===== config.mk =====
export PLATFORM = sky130hd
export DESIGN_NAME = bool3_truth_table_scanner
export DESIGN_NICKNAME = d
export VERILOG_FILES = /design/src/rtl/bool3_truth_table_scanner.sv
export SDC_FILE = /design/constraint.sdc
export NUM_CORES = 1
export LEC_CHECK = 0
export ABC_CLOCK_PERIOD_IN_PS = 2000
export CORE_MARGIN = 2
export CORE_UTILIZATION = 39
export CTS_BUF_LIST = sky130_fd_sc_hd__clkbuf_4 sky130_fd_sc_hd__clkbuf_8 sky130_fd_sc_hd__clkbuf_16
export CTS_CLUSTER_SIZE = 10
export DETAILED_ROUTE_END_ITERATION = 12
export HOLD_SLACK_MARGIN = 0.12
export PLACE_DENSITY_LB_ADDON = 0.05
export SYNTH_ARGS = -nofsm -noshare
export SYNTH_HDL_FRONTEND = slang
export SYNTH_SLANG_ARGS = --single-unit

===== constraint.sdc =====
create_clock -name clk_i -period 2 [get_ports clk_i]
set_input_delay 0.6 -clock clk_i [delete_from_list [all_inputs] [get_ports clk_i]]
set_output_delay 0.6 -clock clk_i [all_outputs]
set_load 0.1 [all_outputs]

===== src/rtl/bool3_truth_table_scanner.sv =====
// ---------------------------------------------------------------------------
// bool3_truth_table_scanner
//
// Stimulus/capture stage for a 3-input combinational boolean block (inputs
// a, b, c; output e). After an accepted start it drives the eight input
// vectors {a,b,c} = 0..7 in ascending order. Each vector is held for
// SETTLE_CYCLES cycles, and then e is sampled for one cycle. The captured
// 8-bit truth table is compared with an expected table that is latched at
// start. The result reports whether any bit differs and the index of the
// first differing vector.
//
// Parameters
//   SETTLE_CYCLES  cycles each vector is held before e is sampled (1..255)
//
// Ports
//   clk_i       system clock, all logic on the rising edge
//   rst_i       synchronous, active-high reset
//   start_i     sweep request, honoured only in IDLE or DONE
//   expected_i  expected truth table; bit i = e for {a,b,c} = i
//   e_in_i      output e of the boolean block under test
//   a_o/b_o/c_o drive to the block under test (vector index bits 2/1/0)
//   busy_o      high while a sweep is in progress
//   done_o      high in DONE until the next accepted start or reset
//   table_o     captured truth table; bit i = e_in_i sampled for vector i
//   mismatch_o  captured table differs from the latched expected table
//   err_idx_o   index of the first mismatching vector; 0 when no mismatch
// ---------------------------------------------------------------------------
module bool3_truth_table_scanner #(
  parameter int unsigned SETTLE_CYCLES = 4
) (
  input  logic       clk_i,
  input  logic       rst_i,
  input  logic       start_i,
  input  logic [7:0] expected_i,
  input  logic       e_in_i,
  output logic       a_o,
  output logic       b_o,
  output logic       c_o,
  output logic       busy_o,
  output logic       done_o,
  output logic [7:0] table_o,
  output logic       mismatch_o,
  output logic [2:0] err_idx_o
);

  typedef enum logic [1:0] {
    IDLE   = 2'd0,
    SETTLE = 2'd1,
    SAMPLE = 2'd2,
    DONE   = 2'd3
  } state_t;

  // Settle counter value on the last SETTLE cycle of each vector.
  localparam logic [7:0] CNT_LAST = 8'(SETTLE_CYCLES - 1);

  state_t     state_q, state_d;
  logic [2:0] idx_q, idx_d;
  logic [7:0] cnt_q, cnt_d;
  logic [7:0] exp_q, exp_d;
  logic [7:0] table_q, table_d;
  logic       mismatch_q, mismatch_d;
  logic [2:0] err_idx_q, err_idx_d;

  // NOTE: every _d signal gets its hold value first, so a path through the
  // case statement that does not assign it cannot infer a latch.
  always_comb begin
    state_d    = state_q;
    idx_d      = idx_q;
    cnt_d      = cnt_q;
    exp_d      = exp_q;
    table_d    = table_q;
    mismatch_d = mismatch_q;
    err_idx_d  = err_idx_q;

    unique case (state_q)
      IDLE, DONE: begin
        if (start_i) begin
          exp_d      = expected_i;
          idx_d      = 3'd0;
          cnt_d      = 8'd0;
          table_d    = 8'h00;
          mismatch_d = 1'b0;
          err_idx_d  = 3'd0;
          state_d    = SETTLE;
        end
      end

      SETTLE: begin
        cnt_d = cnt_q + 8'd1;
        if (cnt_q == CNT_LAST) begin
          state_d = SAMPLE;
        end
      end

      SAMPLE: begin
        table_d[idx_q] = e_in_i;
        // Only the first mismatch sets err_idx; later ones leave it alone.
        if ((e_in_i != exp_q[idx_q]) && !mismatch_q) begin
          mismatch_d = 1'b1;
          err_idx_d  = idx_q;
        end
        if (idx_q == 3'd7) begin
          // idx stays at 7, so {a,b,c} holds 3'b111 in DONE.
          state_d = DONE;
        end else begin
          idx_d   = idx_q + 3'd1;
          cnt_d   = 8'd0;
          state_d = SETTLE;
        end
      end

      default: state_d = IDLE;
    endcase
  end

  // NOTE: state is updated with non-blocking assignments so that every
  // register samples the pre-edge values, independent of statement order.
  always_ff @(posedge clk_i) begin
    if (rst_i) begin
      state_q    <= IDLE;
      idx_q      <= 3'd0;
      cnt_q      <= 8'd0;
      exp_q      <= 8'h00;
      table_q    <= 8'h00;
      mismatch_q <= 1'b0;
      err_idx_q  <= 3'd0;
    end else begin
      state_q    <= state_d;
      idx_q      <= idx_d;
      cnt_q      <= cnt_d;
      exp_q      <= exp_d;
      table_q    <= table_d;
      mismatch_q <= mismatch_d;
      err_idx_q  <= err_idx_d;
    end
  end

  // The vector index drives the block under test directly. It is 0 after
  // reset, tracks idx during a sweep, and is 7 in DONE.
  assign {a_o, b_o, c_o} = idx_q;
  assign busy_o          = (state_q == SETTLE) || (state_q == SAMPLE);
  assign done_o          = (state_q == DONE);
  assign table_o         = table_q;
  assign mismatch_o      = mismatch_q;
  assign err_idx_o       = err_idx_q;

endmodule


### Yosys cells after proc, flatten, opt, wreduce, memory -nomap -nowiden

Index checks and enable logic that the tools add are counted.

| word-level totals | value |
|---|---|
| logic and storage cells | 55 |
| output and inout bits | 17 |
| flip-flop bits (word level) | 33 |

| operators by class | value |
|---|---|
| equal/unequal tests | 10 |
| add/sub/neg operators | 2 |
| reductions and logical operators | 13 |
| muxes and demuxes | 21 |
| order comparisons | 2 |

Operators with widths:

| kind | count |
|---|---|
| case mux 8 bit (3 select lines) | 1 |
| 2-to-1 mux 8 bit | 2 |
| case mux 8 bit (2 select lines) | 1 |
| case mux 3 bit (2 select lines) | 2 |
| 2-to-1 mux 3 bit | 3 |
| adder 8 x 1 -> 8 bit (second input constant) | 1 |
| bitwise mux 8 bit | 1 |
| == test 8 x 2 -> 1 bit (second input constant) | 1 |
| inequality test 2 bit (second input constant) | 4 |
| AND reduction 2 bit | 4 |
| 2-to-1 mux 2 bit | 3 |
| case mux 2 bit (3 select lines) | 1 |
| AND reduction 3 bit | 2 |
| == test 2 bit (second input constant) | 2 |
| < comparator 3 x 4 -> 1 bit (second input constant) | 1 |
| 2-to-1 mux 1 bit | 4 |
| adder 3 x 1 -> 3 bit (second input constant) | 1 |
| binary-select mux 1 bit (select 3 bit) | 1 |
| demux 1 bit (select 3 bit) | 1 |
| == test 3 bit (second input constant) | 1 |
| >= comparator 3 x 1 -> 1 bit (second input constant) | 1 |
| == test 2 x 1 -> 1 bit (second input constant) | 1 |
| logical AND 1 bit | 2 |
| logical NOT 2 bit | 1 |
| 6 further kinds | 6 |

### Longest topological paths before layout

Gate-level depths: netlist of run 1.

| depth | value |
|---|---|
| depth after elaboration | 6 |
| mapped depth | 9 |

### Least setup slack after synthesis of run 1

OpenSTA, ideal clock, no wires.

| timing | value |
|---|---|
| path kind | reg2reg |
| from | register idx_q[0] |
| to | register err_idx_q[0] (netlist: err_idx_o[0]) |
| slack | -0.531 ns |
| required time | 1.926 ns |
| stages on the path, launching flop included | 8 |
| arrival | 2.457 ns |
| clock period less this slack | 2.531 ns |
| path through | dfxtp_1 -> buf_6 -> mux2_4 -> a2bb2oi_2 -> o211ai_2 -> mux2i_1 -> or4_1 -> a31oi_1 |

| between the ends | value |
|---|---|
| word-level cells in the longest chain between the ends | 6 |

RTL lines:

| item | line | RTL |
|---|---|---|
| start, declared | 57 | `logic [2:0] idx_q, idx_d;` |
| start signal, assigned | 129 | `idx_q <= idx_d;` |
| binary-select mux 1 bit (select 3 bit) | 98 | `if ((e_in_i != exp_q[idx_q]) && !mismatch_q) begin` |
| 2-to-1 mux 1 bit (not written as such) | 98 |  |
| inequality test 1 bit | 98 |  |
| logical AND 1 bit | 98 |  |
| inequality test 2 bit (no line) | -- |  |
| AND reduction 3 bit (no line) | -- |  |
| end signal, assigned | 134 | `err_idx_q <= err_idx_d;` |
| end, declared | 62 | `logic [2:0] err_idx_q, err_idx_d;` |

Parallel ways exist; a longest one is shown, timed or not. The select of a mux whose other input is x is not followed.
A chain may end at the register's enable or synchronous reset.

### Worst setup path after layout of run 1

| timing | value |
|---|---|
| from | register state_q[0] |
| to | output port busy_o |

| between the ends | value |
|---|---|
| word-level cells in the longest chain between the ends | 2 |

RTL lines:

| item | line | RTL |
|---|---|---|
| start, declared | 56 | `state_t state_q, state_d;` |
| start signal, assigned | 128 | `state_q <= state_d;` |
| == test 2 x 1 -> 1 bit / == test 2 bit (equally long branches) | 141 | `assign busy_o = (state_q == SETTLE) \|\| (state_q == SAMPLE);` |
| logical OR 1 bit (*) | 141 |  |
| end, declared | 39 | `output logic busy_o,` |

Every way passes the cells marked *; elsewhere a longest branch is shown, timed or not.

==> results of run 1 <==
==> layer usage <==
metal  vias up  GRT usage [%]  part of all wire [%]
met5         -              0                     0
met4         0           7.41                   1.7
met3         7           3.92                   4.1
met2        33           28.8                    49
met1       705           20.9                    46
li1        781              -                     -
==> cells by family (layout without fill, tap and decap cells) <==
group / after synthesis / in the layout
simple gates: 80 / 80
xor+xnor: 7 / 7
compound gates: 50 / 50
buf+inv: 18 / 56
mux: 8 / 8
flops: 33 / 33
fa+ha+maj: 7 / 7
==> Yosys cell counts (3+ instances only) <==
cell type / count
mux2i_1: 3
dfxtp_1: 33
or3_1: 3
ha_1: 7
xor2_1: 5
nor2_1: 20
a21oi_1: 24
a22oi_1: 4
clkbuf_1: 10
nand2_1: 32
nand3_1: 9
o21ai_1: 6
a31oi_1: 5
mux2_2: 3
nor2b_1: 6
inv_1: 4
==> worst max path at each step <==
stage | start | end | slack (ps) | depth (start not counted)
6_report | state_q[0]$_SDFFE_PP0P_ | busy_o | 60 | 4
3_5_place_dp | start_i | table_o[0]$_SDFFE_PP0P_ | -90 | 7
5_1_grt | cnt_q[0]$_SDFFE_PP0P_ | state_q[1]$_SDFFE_PP0P_ | -6 | 6
3_3_place_gp | start_i | err_idx_o[0]$_SDFFE_PP0P_ | -40 | 5
4_1_cts | state_q[0]$_SDFFE_PP0P_ | busy_o | 30 | 4
2_1_floorplan | state_q[0]$_SDFFE_PP0P_ | table_o[0]$_SDFFE_PP0P_ | -90 | 8
==> final cells by class <==
cell class              instances  area (um2)
fillers                       372        1670
multi-input cells             152         990
clock inverters                 3        12.5
flip-flops and latches         33         676
inverters                       6        26.3
repair buffers                 42         556
well taps                      50        62.6
clock buffers                   5        68.8
==> registers in the layout, summed over array words and instances, names as in the netlist <==
name / count
mismatch_o: 1
state_q: 2
exp_q: 8
idx_q: 3
cnt_q: 8
err_idx_o: 3
table_o: 8
==> tightest hold or removal path, cell delays in order, from the launching register on <==
cell and delay (ps):
dfxtp_1 310, nand2_1 50, a21oi_1 50
==> metrics by stage <==
stage	util [%]	power, mW
floorplan	-	1.14
global placement	55.8	1.33
detailed placement	55.8	1.35
CTS	57.8	1.82
global route	58.9	1.95
finish	58.9	1.84
==> report_power, final <==
part	internal [mW]	total (mW)	leakage (nW)	switching, mW
logic	0.269	0.626	0.582	0.356
registers	0.701	0.743	0.271	0.0415
clock network	0.234	0.467	0.0430	0.234
==> what timing repair did <==
action / 4_1_cts / 5_1_grt
endpoints found under the setup margin: 0 / 3
buffers inserted: 0 / 1
endpoints found under the hold margin: 0 / 0
resized for setup: 0 / 8
==> impl_metrics.env, run 1 <==
export IMPL_place_congestion=0.797
export IMPL_routedWlPerCell_um=13.4
export IMPL_powerDensity_mw_per_mm2=768
export IMPL_fmax_mhz=515
export IMPL_hold_end="exp_q[6]$_SDFFE_PP0P_"
export IMPL_fin_worst_skew_ps=3.32
export IMPL_gr_total_overflow=0
export IMPL_synth_top_family_by_area="simple AND/OR/NAND/NOR gates"
export IMPL_detail_route_vias_per_cell=5.24
export IMPL_final_cell_mix="32 x nand2_1, 27 x dfxtp_1, 22 x a21oi_1"
export IMPL_ys_flop_type="dfxtp_1"
export IMPL_drv_cap=0
export IMPL_fin_crit_sh_pct=97.0
export IMPL_core_area_mm2=0.00406
export IMPL_worstHoldStart="exp_q[6]$_SDFFE_PP0P_"
export IMPL_setup_tns_ps=0
export IMPL_synth_compound_area_share_pct=19.3
export IMPL_finalSetupViolCount=0
export IMPL_syn_area_mm2=0.00167
export IMPL_syn_to_final_growth_pct=43.6
export IMPL_dpl_worst_slack_ps=-90.3
export IMPL_ys_ff_latch=33
export IMPL_clk_pin_slew_ps=70
export IMPL_drt_pass1_iterations=4
export IMPL_drc=0
export IMPL_yosysSeqAreaShare_pct=39.7
export IMPL_die_w_um=69.3
export IMPL_n_antenna_cell=0
export IMPL_worstMarginPinSlew_ps=376
export IMPL_period_minus_slack_ps=1940
export IMPL_vias=1526
export IMPL_grt_pass1_wl_mm=6.71
export IMPL_layout_commonest_cell="nand2_1"
export IMPL_r2r_setup_slack_ps=70
export IMPL_startpoint_type="flop"
export IMPL_syn_num_nets=222
export IMPL_drive_gt1_share_pct=25.3
export IMPL_ys_top_cells_by_area="dfxtp_1 40%, a21oi_1 7.2%, nand2_1 7.2%"
export IMPL_grt_total_usage_pct=17.1
export IMPL_yosys_area_share_simple_pct=21.9
export IMPL_stdcell_area_mm2=0.00239
export IMPL_cts_buffer_depth=2
export IMPL_rows=23
export IMPL_clkSinkCount=33
export IMPL_cts_root_buffer="clkbuf_8"
export IMPL_port_buffers=28
export IMPL_critical_path_slowest_cell="dfxtp_4"
export IMPL_reg2reg_depth=6
export IMPL_crit_arrival_ps=1340
export IMPL_p_leak_nw=0.896
export IMPL_wirelength_mm=3.90
export IMPL_hold_viol_final=0
export IMPL_async_flop_share_pct=0
export IMPL_hold_path_class="reg -> reg"
export IMPL_critPathCaptureType="primary output"
export IMPL_outcome="completed"
export IMPL_synth_edf_count=0
export IMPL_postPlaceCellArea_mm2=0.00226
export IMPL_die_area_mm2=0.00481
export IMPL_muxShareOfSynthArea_pct=5.63
export IMPL_synth_cell_type_count=40
export IMPL_cts_tree="yes"
export IMPL_crit_family="buffers and inverters"
export IMPL_yosysTopAreaCellShare_pct=39.7
export IMPL_synthCells=203
export IMPL_yosys_warnings=0
export IMPL_start_util_pct=41.0
export IMPL_worstReg2RegEnd="state_q[1]$_SDFFE_PP0P_"
export IMPL_required_ps=1400
export IMPL_synth_fa_ha_area_share_pct=5.26
export IMPL_synth_area_leader_cell="dfxtp_1"
export IMPL_critPathMaxFanout=6
export IMPL_antenna_left=0
export IMPL_syn_area_per_cell_um2=8.20
export IMPL_min_path_cells=2
export IMPL_peakVddDrop_mv=0.572
export IMPL_finalNetCount=259
export IMPL_crit_buf_inv=3
export IMPL_dp_hpwl_mm=2.96
export IMPL_boundaryPins=29
export IMPL_instances_no_fill=291
export IMPL_dp_cells=282
export IMPL_cts_hold_buf=0
export IMPL_whs_ps=460
export IMPL_cp_cell_sequence="inv_2 > ha_4 > clkinvlp_4 > buf_12"
export IMPL_max_stage_delay_ps=370
export IMPL_grt_antenna_before_repair=0
export IMPL_worst_slack_ps=59.5
export IMPL_die_h_um=69.3
export IMPL_path_class="reg -> out"
export IMPL_reg2reg_from="cnt_q[0]$_SDFFE_PP0P_"
export IMPL_grt_max_degree=18
export IMPL_drv_slew=0
export IMPL_synthXorXnorAreaFrac_pct=3.68
export IMPL_htree_levels=2
export IMPL_cts_buffers=5
export IMPL_drt_iter0_drc=92
export IMPL_grt_pass1_vias=1464
export IMPL_worst_skew_pair_late_latency_ps=280
export IMPL_slew_limit_headroom_pct=74.8
Power figures use the tool's default switching activity.
==> inputs of run 2 (changes only) <==
Settings changed: CORE_UTILIZATION 39 to 45.
==> impl_metrics.env, run 2 (synthesized netlist as in run 1, its figures left out) <==
export IMPL_outcome="completed"
export IMPL_power_internal_mw=1.20
export IMPL_clkSinkCount=33
export IMPL_wirelength_mm=3.79
export IMPL_instances_no_fill=288
export IMPL_cts_buffer_depth=2
export IMPL_powerDensity_mw_per_mm2=769
export IMPL_dpl_worst_slack_ps=-124
export IMPL_grt_pass1_vias=1466
export IMPL_die_h_um=64.8
export IMPL_worst_skew_pair_late_latency_ps=290
export IMPL_place_congestion=0.830
export IMPL_boundaryPins=29
export IMPL_swShare_pct=33.9
export IMPL_postPlaceCellArea_mm2=0.00227
export IMPL_cts_buffers=5
export IMPL_drv_cap=0
export IMPL_drive_gt1_share_pct=24.2
export IMPL_power_frac_comb_pct=33.1
export IMPL_rsz0062_at_grt="no"
export IMPL_core_area_mm2=0.00361
export IMPL_cp_cell_sequence="inv_2 > ha_4 > clkinvlp_4 > buf_12"
export IMPL_die_w_um=64.8
export IMPL_fmax_mhz=515
export IMPL_dp_cells=281
export IMPL_vias=1507
export IMPL_seq_area_um2=671
export IMPL_hold_viol_final=0
export IMPL_peakVddDrop_mv=0.494
export IMPL_final_cell_mix="32 x nand2_1, 29 x dfxtp_1, 22 x a21oi_1"
export IMPL_port_buffers=28
export IMPL_p_clk_share_pct=26.6
export IMPL_stdcell_area_mm2=0.00237
export IMPL_crit_arrival_ps=1340
export IMPL_grt_pass1_wl_mm=6.69
export IMPL_hold_path_class="reg -> reg"
export IMPL_cts_root_buffer="clkbuf_8"
export IMPL_start_util_pct=46.2
export IMPL_rows=22
export IMPL_r2r_setup_slack_ps=130
export IMPL_routedWlPerCell_um=13.2
export IMPL_slew_limit_headroom_pct=76.4
export IMPL_finalSetupViolCount=0
export IMPL_period_minus_slack_ps=1940
export IMPL_multiInputGateArea_um2=972
export IMPL_syn_to_final_growth_pct=42.1
export IMPL_critical_path_slowest_cell="dfxtp_2"
export IMPL_drc=0
export IMPL_drv_slew=0
export IMPL_seqPwrFrac_pct=40.4
export IMPL_critPathMaxFanout=6
export IMPL_drt_pass1_iterations=4
export IMPL_drt_iter0_drc=79
export IMPL_grt_total_usage_pct=20.4
export IMPL_required_ps=1400
export IMPL_gr_total_overflow=0
export IMPL_antenna_left=0
export IMPL_worstMarginPinSlew_ps=355
export IMPL_layout_commonest_cell="nand2_1"
export IMPL_grt_antenna_before_repair=0
export IMPL_worst_slack_ps=56.8
export IMPL_fin_worst_skew_ps=7.83
export IMPL_clk_pin_slew_ps=60
export IMPL_htree_levels=2
export IMPL_max_stage_delay_ps=370
export IMPL_cts_hold_buf=0
export IMPL_startpoint_type="flop"
export IMPL_die_area_mm2=0.00420
export IMPL_post_cts_repair_setup_buffers=0
export IMPL_finalNetCount=259
export IMPL_grt_max_degree=18
export IMPL_dp_hpwl_mm=2.84
export IMPL_p_leak_nw=0.898
export IMPL_fin_crit_sh_pct=97.2
export IMPL_detail_route_vias_per_cell=5.23
export IMPL_ctsResizeCount=0
export IMPL_setup_tns_ps=0
export IMPL_n_antenna_cell=0
export IMPL_fillers=313
export IMPL_p_switching_mw=0.616
export IMPL_path_class="reg -> out"
export IMPL_cts_tree="yes"
export IMPL_critPathCaptureType="primary output"
[run 2: changes by cell type in the layout (fill, tap and decap cells not counted), sizes merged]
| cell | delta |
|---|---|
| clkbuf | +1 |
| clkinv | -2 |
[run 2: path summary, 6_finish.rpt]
path | from | end | depth (start not counted)
worst max-delay path | state_q[0]$_SDFFE_PP0P_ | busy_o | 4
worst min-delay path | exp_q[5]$_SDFFE_PP0P_ | exp_q[5]$_SDFFE_PP0P_ | 2
worst max register to register | idx_q[0]$_SDFFE_PP0P_ | err_idx_o[0]$_SDFFE_PP0P_ | 6
worst min register to register | exp_q[5]$_SDFFE_PP0P_ | exp_q[5]$_SDFFE_PP0P_ | 2
[run 2: cell type report]
| type | count | area share (%) |
|---|---|---|
| multi-input combinational | 152 | 41.1 |
| sequential | 33 | 28.3 |
| timing repair buffer | 42 | 23.5 |
| clock buffer | 6 | 3.23 |
| tap | 48 | 2.54 |
| inverter | 6 | 1.11 |
| clock inverter | 1 | 0.212 |
[run 2: worst max-delay path, delay by kind of cell (launching register included)]
kind                     cells  cell delay (ps)
adder cells (fa/ha/maj)      1              300
buffers and inverters        3              380
flip-flops                   1              370
[run 2: through the flow]
step,hold slack (ps),power (mW),util (%)
detailed placement,449,1.34,62.9
global route,476,1.92,65.6
floorplan,432,1.14,-
global placement,443,1.33,62.9
finish,456,1.82,65.6
CTS,458,1.82,65.2
[run 2: per-layer routing]
metal | GRT usage, % | routed length, um | part of all wire [%] | up-vias
li1 | - | - | - | 781
met1 | 24.1 | 1680 | 44 | 691
met3 | 5.73 | 168 | 4.4 | 6
met4 | 8.51 | 59 | 1.6 | 0
met2 | 34.7 | 1880 | 50 | 29
met5 | 0 | 0 | 0 | -
[run 2: power by group through the flow]
stage / Clock, mW / Sequential [mW] / Combinational [mW]
2_1_floorplan: 0 / 0.754 / 0.384
3_3_place_gp: 0 / 0.747 / 0.581
3_5_place_dp: 0 / 0.751 / 0.592
4_1_cts: 0.496 / 0.735 / 0.594
5_1_grt: 0.523 / 0.740 / 0.660
6_report: 0.484 / 0.735 / 0.602
==> inputs of run 3 (changes only) <==
Settings changed: ABC_AREA set to 1, SETUP_SLACK_MARGIN set to 0.1.
==> impl_metrics.env, run 3 <==
export IMPL_outcome="completed"
export IMPL_fin_crit_sh_pct=90.4
export IMPL_startpoint_type="flop"
export IMPL_synth_area_leader_cell="dfxtp_1"
export IMPL_postPlaceCellArea_mm2=0.00230
export IMPL_peakVddDrop_mv=0.600
export IMPL_powerDensity_mw_per_mm2=716
export IMPL_rsz0062_at_grt="no"
export IMPL_drc=0
export IMPL_die_area_mm2=0.00420
export IMPL_syn_area_per_cell_um2=7.06
export IMPL_synth_most_common_cell="nand2_1"
export IMPL_dp_hpwl_mm=2.73
export IMPL_clkSinkCount=33
export IMPL_port_buffers=28
export IMPL_reg2reg_depth=12
export IMPL_drv_slew=0
export IMPL_drt_pass1_iterations=4
export IMPL_hold_viol_final=0
export IMPL_grt_pass1_vias=1497
export IMPL_synth_edf_count=0
export IMPL_syn_area_mm2=0.00167
export IMPL_netlist_top_cells_count="45 x nand2_1, 33 x dfxtp_1, 32 x nor2_1, 23 x a21oi_1, 22 x inv_1"
export IMPL_layout_commonest_cell="nand2_1"
export IMPL_cts_hold_buf=0
export IMPL_fin_util_pct=67.3
export IMPL_r2r_setup_slack_ps=240
export IMPL_grt_total_usage_pct=19.7
export IMPL_fmax_mhz=553
export IMPL_rows=22
export IMPL_die_w_um=64.8
export IMPL_period_minus_slack_ps=1810
export IMPL_worstHoldStart="exp_q[4]$_SDFFE_PP0P_"
export IMPL_routedWlPerCell_um=11.4
export IMPL_finalNetCount=305
export IMPL_yosysSeqAreaShare_pct=39.7
export IMPL_worstMarginPinSlew_ps=345
export IMPL_synthCells=236
export IMPL_ys_flop_type="dfxtp_1"
export IMPL_start_util_pct=46.2
export IMPL_syn_to_final_growth_pct=45.7
export IMPL_drive_gt1_share_pct=24.4
export IMPL_worst_skew_pair_late_latency_ps=290
export IMPL_cts_buffers=5
export IMPL_drv_cap=0
export IMPL_n_antenna_cell=0
export IMPL_stdcell_area_mm2=0.00243
export IMPL_final_cell_mix="45 x nand2_1, 31 x nor2_1, 29 x dfxtp_1"
export IMPL_drt_iter0_drc=78
export IMPL_dpl_worst_slack_ps=-201
export IMPL_required_ps=1400
export IMPL_critPathMaxFanout=4
export IMPL_clk_pin_slew_ps=70
export IMPL_grt_antenna_before_repair=0
export IMPL_ys_ff_latch=33
export IMPL_grt_max_degree=15
export IMPL_core_area_mm2=0.00361
export IMPL_fin_worst_skew_ps=7.31
export IMPL_setup_tns_ps=0
export IMPL_die_h_um=64.8
export IMPL_p_leak_nw=1.03
export IMPL_detail_route_vias_per_cell=4.96
export IMPL_cts_buffer_depth=2
export IMPL_reg2reg_from="state_q[1]$_SDFFE_PP0P_"
export IMPL_yosys_warnings=0
export IMPL_gr_total_overflow=0
export IMPL_crit_arrival_ps=1210
export IMPL_vias=1663
export IMPL_antenna_left=0
export IMPL_worstReg2RegEnd="cnt_q[7]$_SDFFE_PP0P_"
export IMPL_syn_num_nets=255
export IMPL_place_congestion=0.810
export IMPL_ys_top_cells_by_area="dfxtp_1 40%, nand2_1 10%, nor2_1 7.2%"
export IMPL_slew_limit_headroom_pct=77.0
export IMPL_hold_end="exp_q[4]$_SDFFE_PP0P_"
export IMPL_wirelength_mm=3.83
export IMPL_yosysTopAreaCellShare_pct=39.7
export IMPL_min_path_cells=2
export IMPL_htree_levels=2
export IMPL_hold_path_class="reg -> reg"
export IMPL_boundaryPins=29
export IMPL_finalSetupViolCount=0
export IMPL_critical_path_startpoint="state_q[0]$_SDFFE_PP0P_"
export IMPL_async_flop_share_pct=0
export IMPL_grt_pass1_wl_mm=6.48
export IMPL_cts_tree="yes"
export IMPL_cts_root_buffer="clkbuf_8"
export IMPL_critPathCaptureType="primary output"
export IMPL_worst_slack_ps=193
export IMPL_path_class="reg -> out"
export IMPL_synth_cell_type_count=29
-- run 3: cell count changes in the layout (fill, tap and decap cells not counted), moves of 5 or more --
| cell | before | now |
|---|---|---|
| nor2_1 | 20 | 31 |
| nand2_1 | 32 | 45 |
| xor2_1 | 5 | 0 |
| nor2_2 | 0 | 5 |
| inv_1 | 2 | 22 |
| o21ai_1 | 6 | 0 |
| buf_4 | 14 | 23 |
| nor2b_1 | 6 | 0 |
| nor3_1 | 2 | 8 |
| nand4_1 | 0 | 5 |
| o21ai_0 | 1 | 17 |
-- run 3: final cells by class --
cell class,count,area [um2]
multi-input combinational,168,881
fill,325,1180
clock inverter,3,12.5
tap,48,60.1
inverter,27,109
clock buffer,5,68.8
sequential,33,673
timing repair buffer,51,622
-- run 3: worst max-delay path: stages, from the launching register on --
cell     delay (ps)
dfxtp_4         350
inv_1            60
ha_4            310
inv_8            40
buf_12          150
-- run 3: what timing repair did --
item,in CTS,in global routing
setup endpoints to repair,2,1
pin swaps,0,3
resized for setup,2,4
endpoints found under the hold margin,0,0
setup buffers,0,4
-- run 3: how the worst max path moves through the flow --
| stage | end |
|---|---|
| CTS | busy_o |
| finish | busy_o |
| floorplan | cnt_q[7]$_SDFFE_PP0P_ |
| global placement | cnt_q[7]$_SDFFE_PP0P_ |
| detailed placement | cnt_q[7]$_SDFFE_PP0P_ |
| global route | cnt_q[7]$_SDFFE_PP0P_ |
-- run 3: layer usage --
metal	vias to the layer above	share of wire, %	track usage, %
li1	871	-	-
met3	5	4.0	3.47
met4	0	1.3	8.78
met5	-	0	0
met1	753	48	25.4
met2	34	46	32.0
-- run 3: per-stage QoR --
stage / total power, mW / hold slack [ps] / std cells
after floorplan: 1.06 / 429 / 236
after global placement: 1.24 / 448 / 323
after detailed placement: 1.25 / 455 / 323
after CTS: 1.72 / 466 / 331
after global routing: 1.83 / 493 / 335
final: 1.74 / 458 / 335
-- run 3: kinds of logic after synthesis --
kind of cell,after synthesis,share of synthesized area (%)
AND/OR/NAND/NOR,112,29.8
flip-flops,33,39.7
AO/OA/AOI/OAI,49,16.5
buffers and inverters,35,8.79
adder cells (fa/ha/maj),7,5.26
-- run 3: report_power, final --
part / internal (mW) / total [mW] / switching [mW]
logic: 0.225 / 0.532 / 0.307
clock network: 0.234 / 0.477 / 0.243
registers: 0.701 / 0.727 / 0.0266
